### config.mk
export PLATFORM = sky130hd
export DESIGN_NAME = ps2_rx_framer
export DESIGN_NICKNAME = d
export VERILOG_FILES = /design/src/rtl/ps2_rx_framer.sv
export SDC_FILE = /design/constraint.sdc
export NUM_CORES = 1
export LEC_CHECK = 0
export ABC_AREA = 1
export BUFFER_PORTS_ARGS = -buffer_cell sky130_fd_sc_hd__buf_2
export CAP_MARGIN = 10
export CORE_MARGIN = 4
export CORE_UTILIZATION = 45
export DETAILED_ROUTE_END_ITERATION = 16
export PLACE_DENSITY = 0.69
export SLEW_MARGIN = 10
export SYNTH_ARGS = -nofsm -noshare
export SYNTH_HDL_FRONTEND = slang
export SYNTH_SLANG_ARGS = --single-unit
### constraint.sdc
create_clock -name clk -period 1.8 [get_ports clk]
set_clock_uncertainty 0.1 [all_clocks]
set_input_delay 0.09 -clock clk [delete_from_list [all_inputs] [get_ports clk]]
set_output_delay 0.09 -clock clk [all_outputs]
set_load 0.005 [all_outputs]
### src/rtl/ps2_rx_framer.sv
// PS/2 device-to-host receiver: synchronises the raw lines, deframes 11-bit frames
// and presents each good scan-code byte on data with a registered flag strobe.
module ps2_rx_framer #(
    parameter int unsigned SYNC_STAGES    = 2,
    parameter int unsigned TIMEOUT_CYCLES = 5000,
    parameter int unsigned FLAG_CYCLES    = 4
) (
    input  logic       clk,
    input  logic       rst,
    input  logic       ps2_clk,
    input  logic       ps2_data,
    output logic [7:0] data,
    output logic       flag,
    output logic       parity_err,
    output logic       frame_err
);

    localparam int unsigned TMO_W = $clog2(TIMEOUT_CYCLES + 1);
    localparam int unsigned FLG_W = (FLAG_CYCLES > 1) ? $clog2(FLAG_CYCLES) : 1;

    typedef enum logic [1:0] {IDLE, DATA, PARITY, STOP} state_t;

    logic [SYNC_STAGES-1:0] clk_sync;
    logic [SYNC_STAGES-1:0] data_sync;
    logic                   clk_prev;
    logic                   fall_c;
    logic                   sample_c;

    state_t           state, state_nx;
    logic [2:0]       bit_cnt, bit_cnt_nx;
    logic [7:0]       shift_q, shift_nx;
    logic             par_q, par_nx;
    logic [TMO_W-1:0] tmo_cnt, tmo_nx;
    logic             accept_c;
    logic             perr_c;
    logic             ferr_c;

    logic [FLG_W-1:0] flag_cnt;
    logic             flag_pend;

    // Input synchronisers; idle-high reset value avoids a false edge after reset
    always_ff @(posedge clk or negedge rst) begin
        if (!rst) begin
            clk_sync  <= '1;
            data_sync <= '1;
            clk_prev  <= 1'b1;
        end else begin
            clk_sync  <= {clk_sync[SYNC_STAGES-2:0], ps2_clk};
            data_sync <= {data_sync[SYNC_STAGES-2:0], ps2_data};
            clk_prev  <= clk_sync[SYNC_STAGES-1];
        end
    end

    assign fall_c   = clk_prev & ~clk_sync[SYNC_STAGES-1];
    assign sample_c = data_sync[SYNC_STAGES-1];

    // Deframer state register
    always_ff @(posedge clk or negedge rst) begin
        if (!rst) begin
            state   <= IDLE;
            bit_cnt <= 3'd0;
            shift_q <= 8'd0;
            par_q   <= 1'b0;
            tmo_cnt <= '0;
        end else begin
            state   <= state_nx;
            bit_cnt <= bit_cnt_nx;
            shift_q <= shift_nx;
            par_q   <= par_nx;
            tmo_cnt <= tmo_nx;
        end
    end

    // Next-state logic; a falling edge takes priority over an expiring timeout
    always_comb begin
        state_nx   = state;
        bit_cnt_nx = bit_cnt;
        shift_nx   = shift_q;
        par_nx     = par_q;
        tmo_nx     = tmo_cnt;
        accept_c   = 1'b0;
        perr_c     = 1'b0;
        ferr_c     = 1'b0;

        if (state == IDLE) begin
            tmo_nx = '0;
            if (fall_c && !sample_c) begin
                state_nx   = DATA;
                bit_cnt_nx = 3'd0;
            end
        end else if (fall_c) begin
            tmo_nx = '0;
            case (state)
                DATA: begin
                    shift_nx[bit_cnt] = sample_c;
                    bit_cnt_nx        = bit_cnt + 3'd1;
                    if (bit_cnt == 3'd7) begin
                        state_nx = PARITY;
                    end
                end
                PARITY: begin
                    par_nx   = sample_c;
                    state_nx = STOP;
                end
                STOP: begin
                    state_nx = IDLE;
                    if (!sample_c) begin
                        ferr_c = 1'b1;
                    end else if (!(^{shift_q, par_q})) begin
                        perr_c = 1'b1;
                    end else begin
                        accept_c = 1'b1;
                    end
                end
                default: state_nx = IDLE;
            endcase
        end else if (tmo_cnt == TMO_W'(TIMEOUT_CYCLES - 1)) begin
            state_nx = IDLE;
            tmo_nx   = '0;
            ferr_c   = 1'b1;
        end else begin
            tmo_nx = tmo_cnt + TMO_W'(1);
        end
    end

    // Registered outputs; a byte accepted while flag is high forces a one-clock gap
    always_ff @(posedge clk or negedge rst) begin
        if (!rst) begin
            data       <= 8'd0;
            flag       <= 1'b0;
            flag_cnt   <= '0;
            flag_pend  <= 1'b0;
            parity_err <= 1'b0;
            frame_err  <= 1'b0;
        end else begin
            parity_err <= perr_c;
            frame_err  <= ferr_c;
            if (accept_c) begin
                data <= shift_q;
                if (flag) begin
                    flag      <= 1'b0;
                    flag_pend <= 1'b1;
                end else begin
                    flag      <= 1'b1;
                    flag_pend <= 1'b0;
                    flag_cnt  <= FLG_W'(FLAG_CYCLES - 1);
                end
            end else if (flag_pend) begin
                flag      <= 1'b1;
                flag_pend <= 1'b0;
                flag_cnt  <= FLG_W'(FLAG_CYCLES - 1);
            end else if (flag) begin
                if (flag_cnt == '0) begin
                    flag <= 1'b0;
                end else begin
                    flag_cnt <= flag_cnt - FLG_W'(1);
                end
            end
        end
    end

endmodule
After elaboration in Yosys (flattened, before gate mapping)
Cells that the tools add are included.

Input port bits: 4. Output and inout bits: 11. Flip-flop bits (word level): 46. Word-level logic and storage cells: 89.

Bitwise logic cells: 3. Muxes and demuxes: 43. $add $sub $neg: 3. Equal/unequal tests: 9. Reduce and logical (&&, ||, !) cells: 15. Magnitude comparators: 2.

Operator list (count): $mux W13 (3); $mux W1 (23); $mux W2 (10); $reduce_and A3 Y1 (5); $add A13 B1 Y13 const B (1); $eq A13 B13 Y1 const B (1); $mux W3 (4); $reduce_xor A9 Y1 (1); $bwmux W8 (1); $reduce_bool A3 Y1 (2); $eq A2 B2 Y1 const B (2); $logic_not A2 Y1 (2); $lt A3 B4 Y1 const B (1); $ne A4 B4 Y1 const B (1); $pmux W2 S2 (1); $reduce_bool A2 Y1 (2); $add A3 B1 Y3 const B (1); $demux W1 S3 (1); $eq A3 B3 Y1 const B (1); $ge A3 B1 Y1 const B (1); $ne A3 B3 Y1 const B (1); $eq A2 B1 Y1 const B (1); $logic_and A1 B1 Y1 (2); $ne A2 B1 Y1 const B (1); other kinds (5) (6).

Depth between registers and ports, before layout
Depth after elaboration: 8. Mapped depth: 14. Depth with buffers taken out: 13.

Least setup slack after synthesis
OpenSTA, ideal clock, no wires.

Path type: register to register. Start: register state[0]. End: register flag_cnt[0]. Period minus slack after synthesis: 1641 ps. Required time: 1583 ps. Slack: 159 ps. Stages on the path, launching flop included: 12. Library setup time: 117 ps. Arrival time: 1424 ps. Path buffers: 1. Cell sequence: dfrtp_1 inv_1 ha_1 nor2_4 inv_2 nor2_2 nand3_2 buf_6 nand2_4 nand2_4 nand2_1 nand2_1.

Longest elaborated chain between the ends: 6. Elaborated cells on any way between the ends: 10. Those cells by class: eq/ne (3); mux (4); reduce/logical (3).

Ends and longest elaborated chain: start, declared (RTL line 29) `state_t state, state_nx;`; start signal, assigned (RTL line 66) `state <= state_nx;`; $eq A2 B2 Y1 (RTL line 93) `case (state)`; $mux W1 (RTL line 93); $mux W1 (RTL line 91) `end else if (fall_c) begin`; $mux W1 * (RTL line 85) `if (state == IDLE) begin`; $ne A3 B3 Y1 (no line), or another cell as far along; $reduce_and A3 Y1 (no line); end signal, assigned (RTL line 146) `flag_cnt <= FLG_W'(FLAG_CYCLES - 1);`; end signal, assigned (RTL line 151) `flag_cnt <= FLG_W'(FLAG_CYCLES - 1);`; end signal, assigned (RTL line 156) `flag_cnt <= flag_cnt - FLG_W'(1);`; end, declared (RTL line 38) `logic [FLG_W-1:0] flag_cnt;`.

Mark *: on every way between the ends. The rest lies on a longest branch, timed or not. A chain may end at the register's enable or synchronous reset.

Final worst setup path
Start: register clk_prev. End: register flag_cnt[0].

Longest elaborated chain between the ends: 5. Elaborated cells on any way between the ends: 8. Those cells by class: eq/ne (2); mux (3); bitwise (1); reduce/logical (2).

Ends and longest elaborated chain: start, declared (RTL line 25) `logic clk_prev;`; start signal, assigned (RTL line 50) `clk_prev <= clk_sync[SYNC_STAGES-1];`; $and A1 B1 Y1 * (RTL line 54) `assign fall_c = clk_prev & ~clk_sync[SYNC_STAGES-1];`; $mux W1 * (RTL line 91); $mux W1 * (RTL line 85); $ne A3 B3 Y1 (no line), or another cell as far along; $reduce_and A3 Y1 (no line).

Marks and branches as above.

==> flow_metrics.py <==
metrics = {
    "die": {
        "start_util_pct": 47.1,
        "rows": 25,
        "chipWidth_um": 78.8,
        "die_area_um2": 6210,
        "die_h_um": 78.8,
        "pin_count": 15,
        "coreArea_um2": 4790,
    },
    "logic_synthesis": {
        "ys.flop_type": "dfrtp_1",
        "yosysSeqAreaShare_pct": 51.3,
        "synth_area_um2": 2250,
        "synth-edff-count": 0,
        "synth.net_count": 269,
        "avgSynthCellArea_um2": 8.77,
        "synth_seq_cells": 46,
        "ys_warn_count": 0,
        "async_reset_ff_share_pct": 100,
        "yosysUniqueCellTypes": 28,
        "synthCells": 257,
    },
    "clock_tree": {
        "clk_latency_ns": 0.29,
        "cts_max_path_buffers": 2,
        "clkSinkCount": 46,
        "clkTransAtPathRegs_ns": 0.08,
        "numCtsBuffers": 5,
        "cts_root_buffer": "clkbuf_8",
        "cts_tree": "yes",
        "htree_levels": 2,
    },
    "drt": {
        "drt_iter0_markers": 77,
        "remaining_drc_errors": 0,
        "ant_nets": 0,
        "drt_pass1_iterations": 4,
        "wl_um": 3850,
        "vias": 1708,
        "wl_per_cell_um": 10.8,
        "viasPerCell": 4.78,
    },
    "finish": {
        "drive_above_1_share_pct": 23.4,
        "syn2layout_area_growth_pct": 16.6,
        "stdcell_count": 357,
        "final_nets": 301,
        "design_area_um2": 2630,
        "diodes": 0,
        "final_util_pct": 54.9,
    },
    "run_status": {
        "status": "finished, final reports clean",
    },
    "setup_path": {
        "startpoint_type": "register",
        "crit_family": "simple AND/OR/NAND/NOR gates",
        "cpPeakStageDelay_ns": 0.53,
        "end_kind": "register",
        "critPathSlowestCell": "dfstp_2",
        "cp_max_fo": 5,
        "criticalPathCategory": "register to register",
        "worstPathArrival_ns": 1.76,
        "critPathBufInv": 3,
        "crit_chain": "inv_2 -> nor2_4 -> inv_2 -> nor2_4 -> inv_2 -> nor2_4 -> nand4_1 -> nand3_1 -> nand2_1",
        "required_ns": 1.89,
    },
    "power": {
        "internal_power_w": 0.00195,
        "p_leak_nw": 1.24,
        "swShare_pct": 37.3,
        "finalPower_w": 0.00312,
        "comb_power_share_pct": 35.1,
        "p_seq_share_pct": 44.6,
        "p_clk_share_pct": 20.3,
        "p_per_area_nw_per_um2": 1190,
        "power.switching_w": 0.00116,
        "vdd_ir_drop_max_uv": 576,
    },
    "grt": {
        "grt_overflow": 0,
        "grt_start_max_net_pins": 19,
        "antenna_found_initial": 0,
        "grt_pass1_wl_um": 7040,
        "grt_pass1_vias": 1667,
        "grtUsageTotal_pct": 14.1,
    },
    "timing": {
        "finalHoldViolations": 0,
        "slew_headroom_pct": 77.1,
        "fmax_mhz": 598,
        "rsz0062_at_grt": "true",
        "finalCriticalPeriod_ns": 1.67,
        "finalSetupTns_ns": 0,
        "finalMaxSlewViolations": 0,
        "period_share_pct": 92.9,
        "tightest_slew_ns": 0.339,
        "setup_viol": 0,
    },
    "placed_design": {
        "gp_congestion": 0.753,
        "placed_cell_area_um2": 2450,
        "numPortBuffers": 14,
        "hpwlAfterDp_um": 2860,
        "dpl.cell_count": 341,
    },
    "job": {
        "drv_cap": 0,
    },
    "hold_path": {
        "hold_path_class": "primary input to async pin",
    },
}
kinds of logic after synthesis:
group                    after synthesis  synth area share (%)
adder cells (fa/ha/maj)                8                  4.44
AND/OR/NAND/NOR                      112                  24.3
AO/OA/AOI/OAI                         47                  11.8
flip-flops                            46                  51.3
XOR/XNOR                               2                 0.777
buffers and inverters                 42                  7.38
power groups by stage:
stage / clock, W / combinational [W] / sequential [W]
3_5_place_dp: 0 / 0.00100 / 0.00140
3_3_place_gp: 0 / 0.000974 / 0.00140
4_1_cts: 0.000668 / 0.00101 / 0.00139
6_report: 0.000634 / 0.00109 / 0.00139
2_1_floorplan: 0 / 0.000757 / 0.00137
5_1_grt: 0.000715 / 0.00128 / 0.00142
metal layers:
| metal | global-route usage [%] | up-vias | part of all wire, % |
|---|---|---|---|
| met5 | 0 | - | 0 |
| met3 | 3.40 | 7 | 4.3 |
| met2 | 24.1 | 31 | 49 |
| met1 | 17.6 | 785 | 45 |
| met4 | 4.20 | 0 | 1.2 |
| li1 | - | 885 | - |
per-stage QoR:
| step | hold slack, ns | worst slack [ns] |
|---|---|---|
| 6_report | 0.112 | 0.128 |
| 5_1_grt | 0.139 | -0.0222 |
| 4_1_cts | 0.123 | 0.0259 |
| 3_5_place_dp | -0.0992 | 0.0404 |
| 3_3_place_gp | -0.100 | 0.152 |
| 2_1_floorplan | -0.306 | 0.159 |
final timing paths:
kind	start	endpoint	slack (ns)	cells after the start
worst max-delay path	clk_prev	flag_cnt[0]	0.13	9
worst min-delay path	rst	data[6]	0.11	2
worst max register to register	clk_prev	flag_cnt[0]	0.13	9
worst min register to register	clk_sync[0]	clk_sync[1]	0.26	0
max in group asynchronous	rst	clk_prev	0.89	3
min in group clk	clk_sync[0]	clk_sync[1]	0.26	0
area by class of cell:
| type | instances | area (µm²) |
|---|---|---|
| clock buffers | 7 | 86.3 |
| clock inverters | 1 | 5.00 |
| fillers | 445 | 2160 |
| inverters | 39 | 146 |
| multi-input cells | 170 | 962 |
| flip-flops and latches | 46 | 1160 |
| well taps | 67 | 83.8 |
| repair buffers | 27 | 188 |
layout by cell type, fill, tap and decap left out, drive strengths merged, types with 3 or more instances in the layout:
master,synthesis,layout
buf,2,24
ha,8,8
nor3,3,3
a31oi,9,9
dfrtp,41,41
inv,39,39
nand3,15,15
nor2,28,29
o21ai,17,17
a21oi,17,17
dfstp,5,5
nand2,64,64
clkbuf,1,7
dlygate4sd3,0,3
flip-flops by register name, summed over array words and instances (netlist names):
name,cells
par_q,1
state,2
data_sync,2
tmo_cnt,13
clk_sync,2
flag_pend,1
data,8
frame_err,1
flag_cnt,2
bit_cnt,3
parity_err,1
shift_q,8
clk_prev,1
flag,1
repair_timing:
item,CTS,global route
setup buffers,0,4
hold buffers,3,0
endpoints found under the hold margin,43,0
gates resized for setup,0,6
endpoints found under the setup margin,0,23
cells in the mapped netlist (all sizes together) (2+ instances only):
| cell type | number | share of area [%] |
|---|---|---|
| inv | 39 | 6.5 |
| ha | 8 | 4.4 |
| nor2 | 28 | 7.1 |
| nor3 | 3 | 0.67 |
| nand4 | 2 | 0.55 |
| dfstp | 5 | 5.8 |
| nand3 | 15 | 4.2 |
| buf | 2 | 0.72 |
| dfrtp | 41 | 46 |
| nand2 | 64 | 12 |
| xor2 | 2 | 0.78 |
| o21ai | 17 | 3.9 |
| a31oi | 9 | 2.5 |
| a21oi | 17 | 3.8 |
(Power assumes the default switching activity.)
